File: config.mk
export PLATFORM = sky130hd
export DESIGN_NAME = machine_timer_flat
export DESIGN_NICKNAME = d
export VERILOG_FILES = /design/src/rtl/machine_timer_pkg.sv /design/src/rtl/machine_timer_if.sv /design/src/rtl/machine_timer_prescaler.sv /design/src/rtl/machine_timer.sv /design/src/flat_wrapper.sv
export SDC_FILE = /design/constraint.sdc
export NUM_CORES = 1
export LEC_CHECK = 0
export ABC_AREA = 1
export ABC_CLOCK_PERIOD_IN_PS = 1800
export BUFFER_PORTS_ARGS = -buffer_cell sky130_fd_sc_hd__buf_4
export CORE_MARGIN = 2
export CORE_UTILIZATION = 50
export CTS_CLUSTER_SIZE = 12
export DETAILED_ROUTE_END_ITERATION = 10
export PLACE_DENSITY_LB_ADDON = 0.08
export SLEW_MARGIN = 20
export SYNTH_ARGS = -nofsm -noshare
export SYNTH_HDL_FRONTEND = slang
export SYNTH_SLANG_ARGS = --single-unit
File: constraint.sdc
create_clock -name clk -period 1.8 [get_ports clk]
set_clock_uncertainty 0.05 [all_clocks]
set_input_delay 0.18 -clock clk [delete_from_list [all_inputs] [get_ports clk]]
set_output_delay 0.18 -clock clk [all_outputs]
set_load 0.01 [all_outputs]
File: src/rtl/machine_timer_pkg.sv
// -----------------------------------------------------------------------------
// machine_timer_pkg
// Shared definitions for the machine timer register block: register offsets
// (word index taken from ram_addr[4:2]), CTRL field positions, reset values
// and the byte-lane merge helper used for partial writes.
// -----------------------------------------------------------------------------
package machine_timer_pkg;

    localparam int REG_W = 32;

    // Word offsets (byte offset >> 2)
    localparam logic [2:0] OFF_MTIME_LO    = 3'd0;  // 0x00
    localparam logic [2:0] OFF_MTIME_HI    = 3'd1;  // 0x04
    localparam logic [2:0] OFF_MTIMECMP_LO = 3'd2;  // 0x08
    localparam logic [2:0] OFF_MTIMECMP_HI = 3'd3;  // 0x0C
    localparam logic [2:0] OFF_CTRL        = 3'd4;  // 0x10
    localparam logic [2:0] OFF_MSIP        = 3'd5;  // 0x14 (optional)

    // CTRL fields
    localparam int CTRL_EN_BIT  = 0;
    localparam int CTRL_DIV_LSB = 8;
    localparam int CTRL_DIV_W   = 8;

    // Reset values
    localparam logic [63:0]           MTIME_RST    = 64'h0;
    localparam logic [63:0]           MTIMECMP_RST = 64'hFFFF_FFFF_FFFF_FFFF;
    localparam logic                  CTRL_EN_RST  = 1'b0;
    localparam logic [CTRL_DIV_W-1:0] CTRL_DIV_RST = '0;
    localparam logic                  MSIP_RST     = 1'b0;

    // Replace only the bytes whose select bit is set.
    function automatic logic [REG_W-1:0] merge_bytes(
        input logic [REG_W-1:0] old_val,
        input logic [REG_W-1:0] new_val,
        input logic [3:0]       sel
    );
        logic [REG_W-1:0] res;
        res = old_val;
        for (int b = 0; b < 4; b++) begin
            if (sel[b]) res[b*8 +: 8] = new_val[b*8 +: 8];
        end
        return res;
    endfunction

endpackage

File: src/rtl/machine_timer_if.sv
// -----------------------------------------------------------------------------
// machine_timer_if
// Core data-bus connection to the machine timer.
//   ram_ce      : request strobe          ram_we      : 1 write / 0 read
//   ram_sel     : byte enables            ram_addr    : byte address
//   ram_data_in : write data              tmr_data    : registered read data
//   tmr_rvalid  : read data valid (one cycle after a selected read)
// Modports: master (core side), slave (timer side).
// -----------------------------------------------------------------------------
interface machine_timer_if #(
    parameter int WIDTH = 32
);
    logic             ram_ce;
    logic             ram_we;
    logic [3:0]       ram_sel;
    logic [WIDTH-1:0] ram_addr;
    logic [WIDTH-1:0] ram_data_in;
    logic [WIDTH-1:0] tmr_data;
    logic             tmr_rvalid;

    modport master (
        output ram_ce, ram_we, ram_sel, ram_addr, ram_data_in,
        input  tmr_data, tmr_rvalid
    );

    modport slave (
        input  ram_ce, ram_we, ram_sel, ram_addr, ram_data_in,
        output tmr_data, tmr_rvalid
    );
endinterface

File: src/rtl/machine_timer_prescaler.sv
// -----------------------------------------------------------------------------
// machine_timer_prescaler
// Produces a one-cycle tick every DIV+1 cycles while enabled.
//   clk, rst_n : clock, asynchronous active-low reset
//   en         : prescaler enable; counter held at 0 while low
//   div        : divide value; 0 ticks every cycle
//   tick       : combinational tick (en && count == div)
// -----------------------------------------------------------------------------
module machine_timer_prescaler
    import machine_timer_pkg::*;
(
    input  logic                  clk,
    input  logic                  rst_n,
    input  logic                  en,
    input  logic [CTRL_DIV_W-1:0] div,
    output logic                  tick
);

    logic [CTRL_DIV_W-1:0] cnt_q;
    logic [CTRL_DIV_W-1:0] cnt_d;

    assign tick = en && (cnt_q == div);

    // If DIV is lowered below the current count, the counter runs up and
    // wraps through zero before the next tick.
    always_comb begin
        cnt_d = cnt_q;
        if (!en || tick) begin
            cnt_d = '0;
        end else begin
            cnt_d = cnt_q + CTRL_DIV_W'(1);
        end
    end

    always_ff @(posedge clk or negedge rst_n) begin
        if (!rst_n) begin
            cnt_q <= '0;
        end else begin
            cnt_q <= cnt_d;
        end
    end

endmodule

File: src/rtl/machine_timer.sv
// -----------------------------------------------------------------------------
// machine_timer
// Memory-mapped 64-bit machine timer with compare interrupt.
//   clk, rst_n : clock, asynchronous active-low reset
//   bus        : machine_timer_if.slave (core data-bus request / read data)
//   irq_timer  : level interrupt, registered (mtime >= mtimecmp)
//   irq_sw     : software interrupt from MSIP bit0, registered
//                (only with MACHINE_TIMER_MSIP_EN defined)
// Register map (byte offset from BASE_ADDR):
//   0x00 MTIME_LO, 0x04 MTIME_HI, 0x08 MTIMECMP_LO, 0x0C MTIMECMP_HI,
//   0x10 CTRL (bit0 EN, bits[15:8] DIV), 0x14 MSIP (MACHINE_TIMER_MSIP_EN)
// The register map is 32 bits wide; WIDTH is expected to be 32.
// -----------------------------------------------------------------------------
module machine_timer
    import machine_timer_pkg::*;
#(
    parameter int          WIDTH     = 32,
    parameter logic [31:0] BASE_ADDR = 32'h0001_0000
) (
    input  logic           clk,
    input  logic           rst_n,
    machine_timer_if.slave bus,
    output logic           irq_timer
`ifdef MACHINE_TIMER_MSIP_EN
    ,
    output logic           irq_sw
`endif
);

    logic             sel_hit;
    logic [2:0]       off;
    logic             wr_en;
    logic             rd_en;
    logic             tick;
    logic             unused_addr_bits;

    logic [WIDTH-1:0] mtime_lo_q, mtime_lo_d;
    logic [WIDTH-1:0] mtime_hi_q, mtime_hi_d;
    logic [WIDTH-1:0] cmp_lo_q, cmp_lo_d;
    logic [WIDTH-1:0] cmp_hi_q, cmp_hi_d;
    logic             ctrl_en_q, ctrl_en_d;
    logic [CTRL_DIV_W-1:0] ctrl_div_q, ctrl_div_d;
    logic [2*WIDTH-1:0] mtime_inc;

    logic [WIDTH-1:0] rd_val;
    logic [WIDTH-1:0] tmr_data_q, tmr_data_d;
    logic             rvalid_q;
    logic             irq_q, irq_d;

`ifdef MACHINE_TIMER_MSIP_EN
    logic             msip_q, msip_d;
    logic             irq_sw_q;
`endif

    assign sel_hit = bus.ram_ce && (bus.ram_addr[31:5] == BASE_ADDR[31:5]);
    assign off     = bus.ram_addr[4:2];
    assign wr_en   = sel_hit && bus.ram_we;
    assign rd_en   = sel_hit && !bus.ram_we;
    assign unused_addr_bits = ^bus.ram_addr[1:0];

    machine_timer_prescaler u_prescaler (
        .clk   (clk),
        .rst_n (rst_n),
        .en    (ctrl_en_q),
        .div   (ctrl_div_q),
        .tick  (tick)
    );

    assign mtime_inc = {mtime_hi_q, mtime_lo_q} + (2*WIDTH)'(1);

    // Next-state for the register file. A bus write to either mtime half
    // replaces the tick for that cycle: the written half takes the merged
    // bytes and the other half keeps its pre-tick value.
    always_comb begin
        mtime_lo_d = mtime_lo_q;
        mtime_hi_d = mtime_hi_q;
        cmp_lo_d   = cmp_lo_q;
        cmp_hi_d   = cmp_hi_q;
        ctrl_en_d  = ctrl_en_q;
        ctrl_div_d = ctrl_div_q;
`ifdef MACHINE_TIMER_MSIP_EN
        msip_d     = msip_q;
`endif
        if (tick) begin
            {mtime_hi_d, mtime_lo_d} = mtime_inc;
        end
        if (wr_en) begin
            case (off)
                OFF_MTIME_LO: begin
                    mtime_lo_d = merge_bytes(mtime_lo_q, bus.ram_data_in, bus.ram_sel);
                    mtime_hi_d = mtime_hi_q;
                end
                OFF_MTIME_HI: begin
                    mtime_hi_d = merge_bytes(mtime_hi_q, bus.ram_data_in, bus.ram_sel);
                    mtime_lo_d = mtime_lo_q;
                end
                OFF_MTIMECMP_LO: cmp_lo_d = merge_bytes(cmp_lo_q, bus.ram_data_in, bus.ram_sel);
                OFF_MTIMECMP_HI: cmp_hi_d = merge_bytes(cmp_hi_q, bus.ram_data_in, bus.ram_sel);
                OFF_CTRL: begin
                    if (bus.ram_sel[0]) ctrl_en_d  = bus.ram_data_in[CTRL_EN_BIT];
                    if (bus.ram_sel[1]) ctrl_div_d = bus.ram_data_in[CTRL_DIV_LSB +: CTRL_DIV_W];
                end
`ifdef MACHINE_TIMER_MSIP_EN
                OFF_MSIP: begin
                    if (bus.ram_sel[0]) msip_d = bus.ram_data_in[0];
                end
`endif
                default: ;
            endcase
        end
    end

    // Read mux works on the current (pre-edge) register values.
    always_comb begin
        rd_val = '0;
        case (off)
            OFF_MTIME_LO:    rd_val = mtime_lo_q;
            OFF_MTIME_HI:    rd_val = mtime_hi_q;
            OFF_MTIMECMP_LO: rd_val = cmp_lo_q;
            OFF_MTIMECMP_HI: rd_val = cmp_hi_q;
            OFF_CTRL: begin
                rd_val[CTRL_EN_BIT]                    = ctrl_en_q;
                rd_val[CTRL_DIV_LSB +: CTRL_DIV_W]     = ctrl_div_q;
            end
`ifdef MACHINE_TIMER_MSIP_EN
            OFF_MSIP:        rd_val[0] = msip_q;
`endif
            default:         rd_val = '0;
        endcase
    end

    always_comb begin
        tmr_data_d = tmr_data_q;
        if (rd_en) tmr_data_d = rd_val;
        irq_d = ({mtime_hi_q, mtime_lo_q} >= {cmp_hi_q, cmp_lo_q});
    end

    always_ff @(posedge clk or negedge rst_n) begin
        if (!rst_n) begin
            {mtime_hi_q, mtime_lo_q} <= MTIME_RST;
            {cmp_hi_q, cmp_lo_q}     <= MTIMECMP_RST;
            ctrl_en_q                <= CTRL_EN_RST;
            ctrl_div_q               <= CTRL_DIV_RST;
            tmr_data_q               <= '0;
            rvalid_q                 <= 1'b0;
            irq_q                    <= 1'b0;
        end else begin
            mtime_lo_q <= mtime_lo_d;
            mtime_hi_q <= mtime_hi_d;
            cmp_lo_q   <= cmp_lo_d;
            cmp_hi_q   <= cmp_hi_d;
            ctrl_en_q  <= ctrl_en_d;
            ctrl_div_q <= ctrl_div_d;
            tmr_data_q <= tmr_data_d;
            rvalid_q   <= rd_en;
            irq_q      <= irq_d;
        end
    end

`ifdef MACHINE_TIMER_MSIP_EN
    always_ff @(posedge clk or negedge rst_n) begin
        if (!rst_n) begin
            msip_q   <= MSIP_RST;
            irq_sw_q <= 1'b0;
        end else begin
            msip_q   <= msip_d;
            irq_sw_q <= msip_q;
        end
    end

    assign irq_sw = irq_sw_q;
`endif

    assign bus.tmr_data   = tmr_data_q;
    assign bus.tmr_rvalid = rvalid_q;
    assign irq_timer      = irq_q;

endmodule

File: src/flat_wrapper.sv
// flat-port wrapper written by rule: the top's interface ports become plain ports
module machine_timer_flat import machine_timer_pkg::*;
#(
    parameter int          WIDTH     = 32,
    parameter logic [31:0] BASE_ADDR = 32'h0001_0000
)
  (clk, rst_n, irq_timer, bus_ram_ce, bus_ram_we, bus_ram_sel, bus_ram_addr, bus_ram_data_in, bus_tmr_data, bus_tmr_rvalid);
  machine_timer_if #(.WIDTH(WIDTH)) bus_i ();
  input  logic clk;
  input  logic rst_n;
  output logic irq_timer;
  input wire logic [$bits(bus_i.ram_ce)-1:0] bus_ram_ce;
  input wire logic [$bits(bus_i.ram_we)-1:0] bus_ram_we;
  input wire logic [$bits(bus_i.ram_sel)-1:0] bus_ram_sel;
  input wire logic [$bits(bus_i.ram_addr)-1:0] bus_ram_addr;
  input wire logic [$bits(bus_i.ram_data_in)-1:0] bus_ram_data_in;
  output wire logic [$bits(bus_i.tmr_data)-1:0] bus_tmr_data;
  output wire logic [$bits(bus_i.tmr_rvalid)-1:0] bus_tmr_rvalid;
  assign bus_i.ram_ce = bus_ram_ce;
  assign bus_i.ram_we = bus_ram_we;
  assign bus_i.ram_sel = bus_ram_sel;
  assign bus_i.ram_addr = bus_ram_addr;
  assign bus_i.ram_data_in = bus_ram_data_in;
  assign bus_tmr_data = bus_i.tmr_data;
  assign bus_tmr_rvalid = bus_i.tmr_rvalid;
  machine_timer #(.WIDTH(WIDTH), .BASE_ADDR(BASE_ADDR)) u_core (.clk(clk), .rst_n(rst_n), .bus(bus_i), .irq_timer(irq_timer));
endmodule
==> impl_metrics.csv <==
group,metric,value,unit
sta,post-route-period-util,112.4,%
floorplan,num_rows,59,
routing,first_iter_violations,1461,
floorplan,chipWidth,165.6,um
sta,min_period,2.023,ns
worst_hold_path,hold_class,"input port to flip-flop",
cts,cts_root_buffer,"clkbuf_16",
run,cap_violations,0,
place,hpwl,37.61,mm
final_layout,final_area,18610,um^2
final_layout,syn_to_final_growth,42.48,%
routing,dr.pass1.iters,6,
worst_setup_path,cp-start-kind,"flip-flop",
grt,grt_max_degree,57,
sta,whs,0.0004651,ns
pwr,cellPowerDensity,456.5,nW/um^2
final_layout,layout_commonest_cell,"nand2_1",
yosys,synth_async_sr_flop_share,100.0,%
floorplan,initial_utilization,50.55,%
sta,worst_pin_slew,0.4304,ns
pwr,ir_drop,765.7,uV
sta,relSlewSlack,71.04,%
yosys,synth_nets,2111,
sta,rsz0062_at_grt,"true",
final_layout,drive_gt1_share,33.46,%
yosys,synth-edff-count,0,
worst_setup_path,cp_max_fo,2,
grt,grt_pass1_wl,78.16,mm
yosys,synth_seq_cells,179,
final_layout,antenna_cells,0,
cts,cts_buffers,17,
routing,postRouteAntennaNets,0,
grt,grt_pass1_vias,14480,
grt,grt.total_usage,35.90,%
grt,grt_overflow,0,
floorplan,dieArea,27430,um^2
place,place_congestion,1.065,
status,status,"finished with violations",
yosys,avgSynthCellArea,6.620,um^2
floorplan,fp.dieH,165.6,um
cts,tritoncts,"yes",
grt,antenna_found_initial,0,
yosys,synth_ff_type,"dfrtp_1",
worst_setup_path,r2r_end,"u_core.irq_timer",
yosys,yosysWarnings,0,
place,portBuffers,103,
final_layout,nNetsFinal,2540,
yosys,ys_top_cells_by_area,"dfrtp_1, nand2_1, dfstp_2",
final_layout,layout_common_cells,"nand2_1, buf_4, nor2_1, inv_1, o21ai_0",
yosys,synth_top_area_share,22.03,%
cts,cts_max_level,4,
sta,finalSetupViolCount,62,
cts,clkSinkCount,179,
yosys,synth_cells,1973,
routing,drc,0,
yosys,seq_area_frac_synth,34.91,%
cts,cts_buffer_depth,2,
yosys,synth_area_leader_cell,"dfrtp_1",
place,place_area,16470,um^2
floorplan,boundaryPins,106,
worst_setup_path,cp.required,2.13,ns
sta,worst_slack,-0.2233,ns
floorplan,fp.coreArea,25840,um^2
routing,wl_per_cell,18.41,um
worst_setup_path,startpoint,"u_core.cmp_hi_q[23]",
sta,achievable-frequency,0.4942,GHz
worst_setup_path,endpoint_kind,"flip-flop",
worst_setup_path,r2r_cells,11,
routing,drt-total-wl,50.62,mm
worst_setup_path,reg2reg_slack,-0.22,ns
cts,clock_latency,0.46,ns
yosys,syn_area,13060,um^2
worst_setup_path,crit_type,"flip-flop to flip-flop",
cts,clkTransAtPathRegs,0.09,ns
yosys,synth_cell_types,42,
worst_setup_path,cp-endpoint,"u_core.irq_timer",
routing,vias_per_cell,5.463,
pwr,power.total,8.495,mW
worst_setup_path,reg2reg_from,"u_core.cmp_hi_q[23]",
routing,via_count,15020,
sta,slew_violations,0,
pwr,p_leak,9.899,nW
status,violations,"setup timing",
worst_setup_path,critPathArrivalTime,2.36,ns
sta,finalHoldViolCount,0,
## worst max-delay path, cell delays in order (launching register included)
cell and delay (ns):
dfstp_2 0.55, inv_2 0.05, ha_4 0.27, nand2_4 0.05, nor2_4 0.12, nand4_1 0.23
nor2_2 0.22, nand3_2 0.11, nand2b_4 0.16, nand2_2 0.05, nor2_1 0.03, nand2_1 0.05
## final cells by class
| type | count | area, um^2 |
|---|---|---|
| multi-input cells | 1533 | 8255 |
| fillers | 2225 | 7227 |
| flip-flops and latches | 179 | 4576 |
| repair buffers | 472 | 4006 |
| inverters | 199 | 750.7 |
| clock buffers | 17 | 425.4 |
| well taps | 335 | 419.2 |
| clock inverters | 15 | 177.7 |
## state kept, by name, summed over array words and instances, names as in the netlist
| register | cells |
|---|---|
| u_core.cmp_lo_q | 32 |
| u_core.mtime_lo_q | 32 |
| u_core.ctrl_div_q | 8 |
| u_core.bus.tmr_data | 32 |
| u_core.irq_timer | 1 |
| u_core.u_prescaler.cnt_q | 8 |
| u_core.ctrl_en_q | 1 |
| u_core.mtime_hi_q | 32 |
| u_core.cmp_hi_q | 32 |
| u_core.bus.tmr_rvalid | 1 |
## stage by stage
| stage | cells | TNS [ns] | util, % | setup WS [ns] |
|---|---|---|---|---|
| floorplan | 1973 | 0 | - | 0.003975 |
| global placement | 2662 | -7.044 | 63.74 | -0.3557 |
| detailed placement | 2662 | -13.25 | 63.74 | -0.4294 |
| CTS | 2737 | -1.359 | 69.54 | -0.1388 |
| global route | 2750 | -13.89 | 72.03 | -0.2757 |
| finish | 2750 | -6.699 | 72.03 | -0.2233 |
## metal layers
layer	vias up	share of wire (%)	track usage [%]
met3	120	7.9	4.397
met4	0	3.6	12.17
met5	-	0	0
met2	643	45	57.75
met1	7076	43	50.31
li1	7185	-	-
## logic make-up (layout without fill, tap and decap cells)
kind of cell,count (synthesis),after routing,share of synthesized area (%)
compound gates,229,229,10.05
xor+xnor,21,21,1.408
fa+ha+maj,66,66,6.322
simple gates,1217,1217,38.50
buf+inv,261,703,8.813
flops,179,179,34.91
## power breakdown
part | internal, mW | switching, mW | total, mW
clock network | 1.89 | 2.06 | 3.94
registers | 4.03 | 0.000000603 | 4.03
logic | 0.212 | 0.313 | 0.525
total | 6.13 | 2.37 | 8.50
## synthesized netlist by cell type (all sizes together) (2+ instances only)
cell type	n
a221oi	23
nand3	139
buf	42
and2	2
xor2	12
inv	198
nand4	17
a21oi	34
nand3b	16
a211oi	9
dfstp	64
nor3	9
and3	2
o21ai	122
clkbuf	20
ha	66
dfrtp	115
nor2	301
nand2	724
o22ai	37
xnor2	9
nor3b	4
## how the worst min path moves through the flow
stage,startpoint,to,slack (ns),cells past startpoint
floorplan,rst_n,u_core.bus.tmr_data[0],-0.17,0
global placement,rst_n,u_core.bus.tmr_data[5],0.06,1
detailed placement,rst_n,u_core.bus.tmr_data[5],0.06,1
CTS,bus_ram_data_in[6],u_core.cmp_lo_q[6],0.009,3
global route,bus_ram_data_in[12],u_core.ctrl_div_q[4],0.02,3
finish,bus_ram_data_in[6],u_core.cmp_lo_q[6],0.0005,3
## timing repair
action                     4_1_cts  5_1_grt
hold buffers                    18        0
pin swaps                       63       61
setup buffers                   29       11
setup endpoints to repair       61       65
hold endpoints to repair       162        0
gates cloned                     0        3
resized for setup              164      125
Note: power is estimated with default switching activity, not from simulation.
